--- src/rtl/alarm_time_set.sv ---
// alarm_time_set
//   Captures the alarm time from the slide switches under pushbutton control
//   and drives committed BCD hour/minute buses to the alarm comparator.
//   Contains the key synchronizer/debouncer, a set-mode FSM, BCD range
//   validation and an atomic hour/minute commit.
//
// Ports:
//   CLOCK_50   in   system clock, all state on rising edge
//   KEY0       in   asynchronous active-low reset
//   SET_KEY_N  in   raw active-low pushbutton (asynchronous)
//   SET_EN     in   1 = alarm editing permitted
//   SET_IN     in   [7:4] BCD tens, [3:0] BCD ones from switches
//   A_HOUR     out  committed alarm hour, BCD 00-23
//   A_MIN      out  committed alarm minute, BCD 00-59
//   MODE       out  00 IDLE, 01 SET_HOUR, 10 SET_MIN
//   ERR        out  1-cycle pulse: press rejected, out-of-range BCD
//   DONE       out  1-cycle pulse: new alarm committed
module alarm_time_set #(
    parameter int         DEBOUNCE_CYCLES = 1000000,
    parameter logic [7:0] RESET_HOUR      = 8'h06,
    parameter logic [7:0] RESET_MIN       = 8'h30
) (
    input  logic       CLOCK_50,
    input  logic       KEY0,
    input  logic       SET_KEY_N,
    input  logic       SET_EN,
    input  logic [7:0] SET_IN,
    output logic [7:0] A_HOUR,
    output logic [7:0] A_MIN,
    output logic [1:0] MODE,
    output logic       ERR,
    output logic       DONE
);

    localparam logic [1:0] ST_IDLE     = 2'b00;
    localparam logic [1:0] ST_SET_HOUR = 2'b01;
    localparam logic [1:0] ST_SET_MIN  = 2'b10;

    localparam int CNT_W = (DEBOUNCE_CYCLES > 1) ? $clog2(DEBOUNCE_CYCLES) : 1;
    localparam logic [CNT_W-1:0] CNT_MAX = CNT_W'(DEBOUNCE_CYCLES - 1);

    // ------------------------------------------------------------------
    // Key conditioning: 2-flop synchronizer, then a counter that accepts
    // a level change only after it has held for DEBOUNCE_CYCLES cycles.
    // ------------------------------------------------------------------
    logic             key_meta;
    logic             key_sync;
    logic             key_stable;
    logic             key_stable_d;
    logic [CNT_W-1:0] db_cnt;
    logic             press;

    always_ff @(posedge CLOCK_50 or negedge KEY0) begin
        if (!KEY0) begin
            key_meta <= 1'b1;
            key_sync <= 1'b1;
        end else begin
            key_meta <= SET_KEY_N;
            key_sync <= key_meta;
        end
    end

    always_ff @(posedge CLOCK_50 or negedge KEY0) begin
        if (!KEY0) begin
            key_stable <= 1'b1;
            db_cnt     <= '0;
        end else if (key_sync == key_stable) begin
            db_cnt <= '0;
        end else if (db_cnt == CNT_MAX) begin
            key_stable <= key_sync;
            db_cnt     <= '0;
        end else begin
            db_cnt <= db_cnt + 1'b1;
        end
    end

    always_ff @(posedge CLOCK_50 or negedge KEY0) begin
        if (!KEY0) key_stable_d <= 1'b1;
        else       key_stable_d <= key_stable;
    end

    // One strobe per accepted 1->0 transition; release produces nothing.
    assign press = key_stable_d & ~key_stable;

    // ------------------------------------------------------------------
    // BCD range checks on the switch value
    // ------------------------------------------------------------------
    logic [3:0] in_tens;
    logic [3:0] in_ones;
    logic       hour_ok;
    logic       min_ok;

    assign in_tens = SET_IN[7:4];
    assign in_ones = SET_IN[3:0];
    assign hour_ok = (in_ones <= 4'd9) &&
                     ((in_tens < 4'd2) || ((in_tens == 4'd2) && (in_ones <= 4'd3)));
    assign min_ok  = (in_tens <= 4'd5) && (in_ones <= 4'd9);

    // ------------------------------------------------------------------
    // Set-mode FSM. Dropping SET_EN always wins over a coincident press.
    // The hour is held in pend_hour so A_HOUR/A_MIN move together.
    // ------------------------------------------------------------------
    logic [1:0] state;
    logic [7:0] pend_hour;

    always_ff @(posedge CLOCK_50 or negedge KEY0) begin
        if (!KEY0) begin
            state     <= ST_IDLE;
            pend_hour <= 8'h00;
            A_HOUR    <= RESET_HOUR;
            A_MIN     <= RESET_MIN;
            ERR       <= 1'b0;
            DONE      <= 1'b0;
        end else begin
            ERR  <= 1'b0;
            DONE <= 1'b0;
            case (state)
                ST_IDLE: begin
                    if (press && SET_EN) state <= ST_SET_HOUR;
                end
                ST_SET_HOUR: begin
                    if (!SET_EN) begin
                        state <= ST_IDLE;
                    end else if (press) begin
                        if (hour_ok) begin
                            pend_hour <= SET_IN;
                            state     <= ST_SET_MIN;
                        end else begin
                            ERR <= 1'b1;
                        end
                    end
                end
                ST_SET_MIN: begin
                    if (!SET_EN) begin
                        state <= ST_IDLE;
                    end else if (press) begin
                        if (min_ok) begin
                            A_HOUR <= pend_hour;
                            A_MIN  <= SET_IN;
                            DONE   <= 1'b1;
                            state  <= ST_IDLE;
                        end else begin
                            ERR <= 1'b1;
                        end
                    end
                end
                default: state <= ST_IDLE;
            endcase
        end
    end

    assign MODE = state;

endmodule
--- config.mk ---
export PLATFORM = sky130hd
export DESIGN_NAME = alarm_time_set
export DESIGN_NICKNAME = d
export VERILOG_FILES = /design/src/rtl/alarm_time_set.sv
export SDC_FILE = /design/constraint.sdc
export NUM_CORES = 1
export LEC_CHECK = 0
export ABC_AREA = 0
export CAP_MARGIN = 20
export CORE_MARGIN = 3
export CORE_UTILIZATION = 58
export CTS_CLUSTER_DIAMETER = 60
export DETAILED_ROUTE_END_ITERATION = 12
export HOLD_SLACK_MARGIN = 0.08
export PLACE_DENSITY = 0.84
export SLEW_MARGIN = 20
export SYNTH_ARGS = -nofsm -noshare
export SYNTH_HDL_FRONTEND = slang
export SYNTH_SLANG_ARGS = --single-unit
--- constraint.sdc ---
create_clock -name CLOCK_50 -period 3.9 [get_ports CLOCK_50]
set_clock_uncertainty 0.1 [all_clocks]
set_input_delay 0.78 -clock CLOCK_50 [delete_from_list [all_inputs] [get_ports CLOCK_50]]
set_output_delay 0.78 -clock CLOCK_50 [all_outputs]
set_load 0.01 [all_outputs]
After elaboration in Yosys (flattened, before gate mapping)
Index checks and enable logic that the tools add are counted.
{"block": "word_totals", "ff_bits": 52, "input_bits": 12, "out_inout_bits": 20}
{"block": "op_classes", "n_addsub": 1, "order_cmp": 4, "n_eq_ne": 10, "mux": 21, "bitwise_logic": 3, "reduce_logical": 10}
{"cell": "$mux W20", "n": 2}
{"cell": "$add A20 B1 Y20 const B", "n": 1}
{"cell": "$eq A20 B20 Y1 const B", "n": 1}
{"cell": "$mux W2", "n": 7}
{"cell": "$ne A3 B3 Y1 const B", "n": 4}
{"cell": "$mux W1", "n": 10}
{"cell": "$reduce_and A4 Y1", "n": 2}
{"cell": "$pmux W2 S3", "n": 1}
{"cell": "$reduce_and A5 Y1", "n": 1}
{"cell": "$eq A4 B2 Y1 const B", "n": 1}
{"cell": "$le A4 B2 Y1 const B", "n": 1}
{"cell": "$le A4 B3 Y1 const B", "n": 1}
{"cell": "$le A4 B4 Y1 const B", "n": 1}
{"cell": "$logic_and A1 B1 Y1", "n": 4}
{"cell": "$lt A4 B2 Y1 const B", "n": 1}
{"cell": "$eq A2 B1 Y1 const B", "n": 1}
{"cell": "$eq A2 B2 Y1 const B", "n": 1}
{"cell": "$logic_not A2 Y1", "n": 1}
{"cell": "$ne A2 B2 Y1 const B", "n": 1}
{"cell": "$not A1 Y1", "n": 2}
{"cell": "$pmux W1 S2", "n": 1}
{"cell": "$reduce_and A2 Y1", "n": 1}
{"cell": "$and A1 B1 Y1", "n": 1}
{"cell": "$eq A1 B1 Y1", "n": 1}
{"cell": "$logic_or A1 B1 Y1", "n": 1}

Logic depth before layout (Yosys ltp)
{"block": "logic_depth", "ltp_word": 8, "mapped_depth": 7}

Worst setup path before layout
No wires, ideal clock.
{"block": "synth_timing", "kind": "input to register", "from": "input SET_IN[4]", "to": "register pend_hour[0]", "arrival_ps": 2067, "path_slack_ps": 1608, "path_stages": 4, "path_buffers": 0, "cell_sequence": "o31ai_1 -> nand3_1 -> nor4_4 -> mux2_2"}
{"block": "synth_between", "elab_chain_cells": 5}
{"item": "start: declaration", "line": "27", "rtl": "input logic [7:0] SET_IN,"}
{"item": "branches (longest 2 deep; another with $lt A4 B2 Y1)"}
{"item": "$logic_or A1 B1 Y1 (*)", "line": "96", "rtl": "((in_tens < 4'd2) || ((in_tens == 4'd2) && (in_ones <= 4'd3)));"}
{"item": "$logic_and A1 B1 Y1 (*)", "line": "95", "rtl": "assign hour_ok = (in_ones <= 4'd9) &&"}
{"item": "$reduce_and A4 Y1 (no line) (*)"}
{"item": "end signal: assignment", "line": "109", "rtl": "pend_hour <= 8'h00;"}
{"item": "end signal: assignment", "line": "126", "rtl": "pend_hour <= SET_IN;"}
{"item": "end: declaration", "line": "104", "rtl": "logic [7:0] pend_hour;"}
Every way passes the cells marked *.
A chain may end at the register's enable or synchronous reset.

Final worst setup path
{"block": "layout_timing", "from": "input SET_IN[3]", "to": "register pend_hour[0]"}
{"block": "layout_between", "elab_chain_cells": 5}
{"item": "$le A4 B2 Y1", "line": "96"}
{"item": "$logic_and A1 B1 Y1", "line": "96"}
{"item": "$logic_or A1 B1 Y1", "line": "96"}
{"item": "$logic_and A1 B1 Y1 (*)", "line": "95"}
{"item": "$reduce_and A4 Y1 (no line) (*)"}
Every way passes the cells marked *; elsewhere a longest branch is shown, timed or not.

==> flow_summary.json <==
{
  "synth_ff_type": "dfrtp_1",
  "start_kind": "primary input",
  "timing.critical_path.max_delay_family": "simple AND/OR/NAND/NOR gates",
  "drt-initial-drc-count": 81,
  "area_delta_synth_final_pct": 19.2,
  "cell_types_with_the_largest_area_share_after_synthesis": "dfrtp_1 47%, mux2_2 11%, dfstp_2 9.0%",
  "grt_setup_unrepaired": "false",
  "synth_commonest_cells": "44 x dfrtp_1, 22 x mux2_2, 20 x nor2_1, 11 x nand2_1, 10 x xnor2_1",
  "leakage_nw": 1.22,
  "wire_length_of_the_first_global_routing_pass_mm": 7.57,
  "floorplan.initialDensity": 0.623,
  "grt_antenna_before_repair": 0,
  "post_dp_cell_area_um2": 2710,
  "synth_warnings": 0,
  "vias_in_the_first_global_route": 1649,
  "die-area_um2": 4850,
  "grt_overflow": 0,
  "gpl.final_weighted_congestion": 0.917,
  "synth_fp_nets": 216,
  "finalHoldViolCount": 0,
  "aggregate_global_route_resource_usage": 0.195,
  "rows": 22,
  "io_buffer_count": 31,
  "synth.lib_cells_used.distinct": 37,
  "most_instantiated_library_cell_after_synthesis": "dfrtp_1",
  "layout-drive-gt1-share": 0.208,
  "sequentialPowerShare": 0.611,
  "die_width_um": 69.6,
  "cp_data_required_time_ns": 3.99,
  "dieHeight_um": 69.6,
  "filler_cell_count": 261,
  "maxClockFrequency_mhz": 366,
  "cts_hold_buffers": 0,
  "cts_num_sinks": 52,
  "p_comb_frac": 0.044,
  "netlist_area_um2": 2350,
  "power.share.clock": 0.346,
  "viasPerCell": 5.71,
  "layout.cell_area.non_filler_um2": 2800,
  "route.vias.total": 1622,
  "max-clock-path-buffers": 2,
  "worst_hold_path_type": "register to register",
  "synthArstFlopShare": 1.00,
  "route.final.wire_length_mm": 4.25,
  "layout_min_cycle_time_ns": 2.73,
  "antenna_cells": 0,
  "critical_path.endpoint_type": "register",
  "max-cap-violations": 0,
  "final-seq-area_um2": 1310,
  "power_density_nw_per_um2": 320,
  "outcome": "finished clean",
  "post_cts_resized": 0,
  "clock_insertion_delay_worst_skew_ns": 0.30,
  "drt-pass1-iter-count": 4,
  "synth_top_area_frac": 0.469,
  "largest_net_degree_at_the_start_of_global_routing": 35,
  "syn-mean-instance-area_um2": 11.7,
  "setup-tns-final_ns": 0,
  "netSwitchingPower_uw": 195,
  "area_occupied_by_multi_input_gates_um2": 985,
  "ff2ff_setup_slack_ns": 1.65,
  "tritoncts": "done",
  "p_int_uw": 701,
  "number_of_setup_violations_in_the_final_report": 0,
  "floorplan.core_area_um2": 3770,
  "yosys.area.top_type": "dfrtp_1",
  "worst-slew-pin-transition_ns": 0.531,
  "post_cts.repair.setup_buffers": 0,
  "timing.critical_path.buf_inv": 1,
  "final_net_count": 251,
  "worst_ep_arrival_time_ns": 2.82,
  "ys_seq_area_frac": 0.558,
  "peakVddDrop_v": 0.000339,
  "worst-setup-path-type": "primary input to register",
  "slowest_delay_ns": 0.57,
  "switching_share": 0.218,
  "worst_path_max_delay_cell": "nor4_4",
  "path_cells": "clkdlybuf4s50_1 > o31ai_1 > nand3_1 > nor4_4 > mux2_2",
  "num_io_pins": 32,
  "cts_root_buffer": "clkbuf_8",
  "finalCritPeriodShare": 0.701,
  "synth.ff_latch_count": 52,
  "cts_htree_levels": 2,
  "drc": 0,
  "cts.reportedPaths.clkPinSlew_ns": 0.09,
  "number_of_enable_type_register_cells_in_the_synthesized_netlist": 0,
  "worstPathMaxFanout": 8,
  "dp_hpwl_mm": 3.12,
  "slew_headroom": 0.643,
  "syn-instance-count": 200,
  "detail-route-antenna-nets": 0,
  "drv_slew": 0,
  "post_drt_wl_per_cell_um": 15.0,
  "cts_made_buffers": 5
}
==> layer usage <==
metal	vias up	GRT usage	wire, um
met2	39	0.289	2040
met5	-	0	0
li1	774	-	-
met3	6	0.0493	178
met4	0	0.0787	57
met1	803	0.274	1980
==> cell usage in the layout, fill, tap and decap left out, types with 8 or more instances in the layout <==
cell | netlist | final
clkdlybuf4s50_1 | 0 | 30
nand3_1 | 8 | 8
inv_1 | 8 | 8
xnor2_1 | 10 | 10
nand2_1 | 11 | 11
a21oi_1 | 8 | 8
mux2_2 | 22 | 22
dfrtp_1 | 44 | 44
nor2_1 | 20 | 20
dfstp_2 | 8 | 8
==> per-stage QoR <==
step | cells | hold WS [ns] | setup WS [ns] | util | power [mW]
after floorplan | 200 | 0.245 | 1.61 | - | 0.568
after global placement | 276 | 0.246 | 0.945 | 0.718 | 0.596
after detailed placement | 276 | 0.248 | 0.880 | 0.718 | 0.597
after CTS | 284 | 0.261 | 1.19 | 0.742 | 0.905
after global routing | 284 | 0.266 | 1.02 | 0.742 | 0.938
final | 284 | 0.261 | 1.17 | 0.742 | 0.896
==> cells by family (layout without fill, tap and decap cells) <==
kind of cell,count (synthesis),count (layout),share of synthesized area
xor gates and xnor gates,15,15,0.0559
and+or+nand+nor,72,72,0.169
adders and majority gates,4,4,0.0213
muxes,22,22,0.105
buffers and inverters,13,49,0.0256
AOI/OAI and AO/OA,22,22,0.0645
DFF,52,52,0.558
==> layout make-up <==
class	count	area share
clock buffer	6	0.0295
clock inverter	2	0.00358
inverter	8	0.0107
multi-input combinational	135	0.352
sequential	52	0.468
tap	48	0.0215
timing repair buffer	33	0.114
==> flip-flops by register name, summed over array words and instances, names as in the netlist <==
| register | flops |
|---|---|
| db_cnt | 20 |
| A_HOUR | 8 |
| A_MIN | 8 |
| pend_hour | 8 |
| MODE | 2 |
| DONE | 1 |
| ERR | 1 |
| key_meta | 1 |
| key_stable | 1 |
| key_stable_d | 1 |
| key_sync | 1 |
==> power groups by stage <==
stage          registers, mW  clock network [mW]  logic [mW]
3_5_place_dp           0.557                   0      0.0397
2_1_floorplan          0.557                   0      0.0115
4_1_cts                0.547               0.318      0.0400
3_3_place_gp           0.557                   0      0.0390
5_1_grt                0.548               0.345      0.0453
6_report               0.547               0.310      0.0391
==> worst paths after layout <==
kind                       startpoint      endpoint  cells after the start
setup reg to reg              MODE[0]  pend_hour[0]                      6
hold / removal               key_meta      key_sync                      0
min in group asynchronous        KEY0    db_cnt[19]                      1
max in group asynchronous        KEY0      key_sync                      2
setup / recovery            SET_IN[3]  pend_hour[0]                      5
hold reg to reg              key_meta      key_sync                      0
Power figures use the tool's default switching activity.
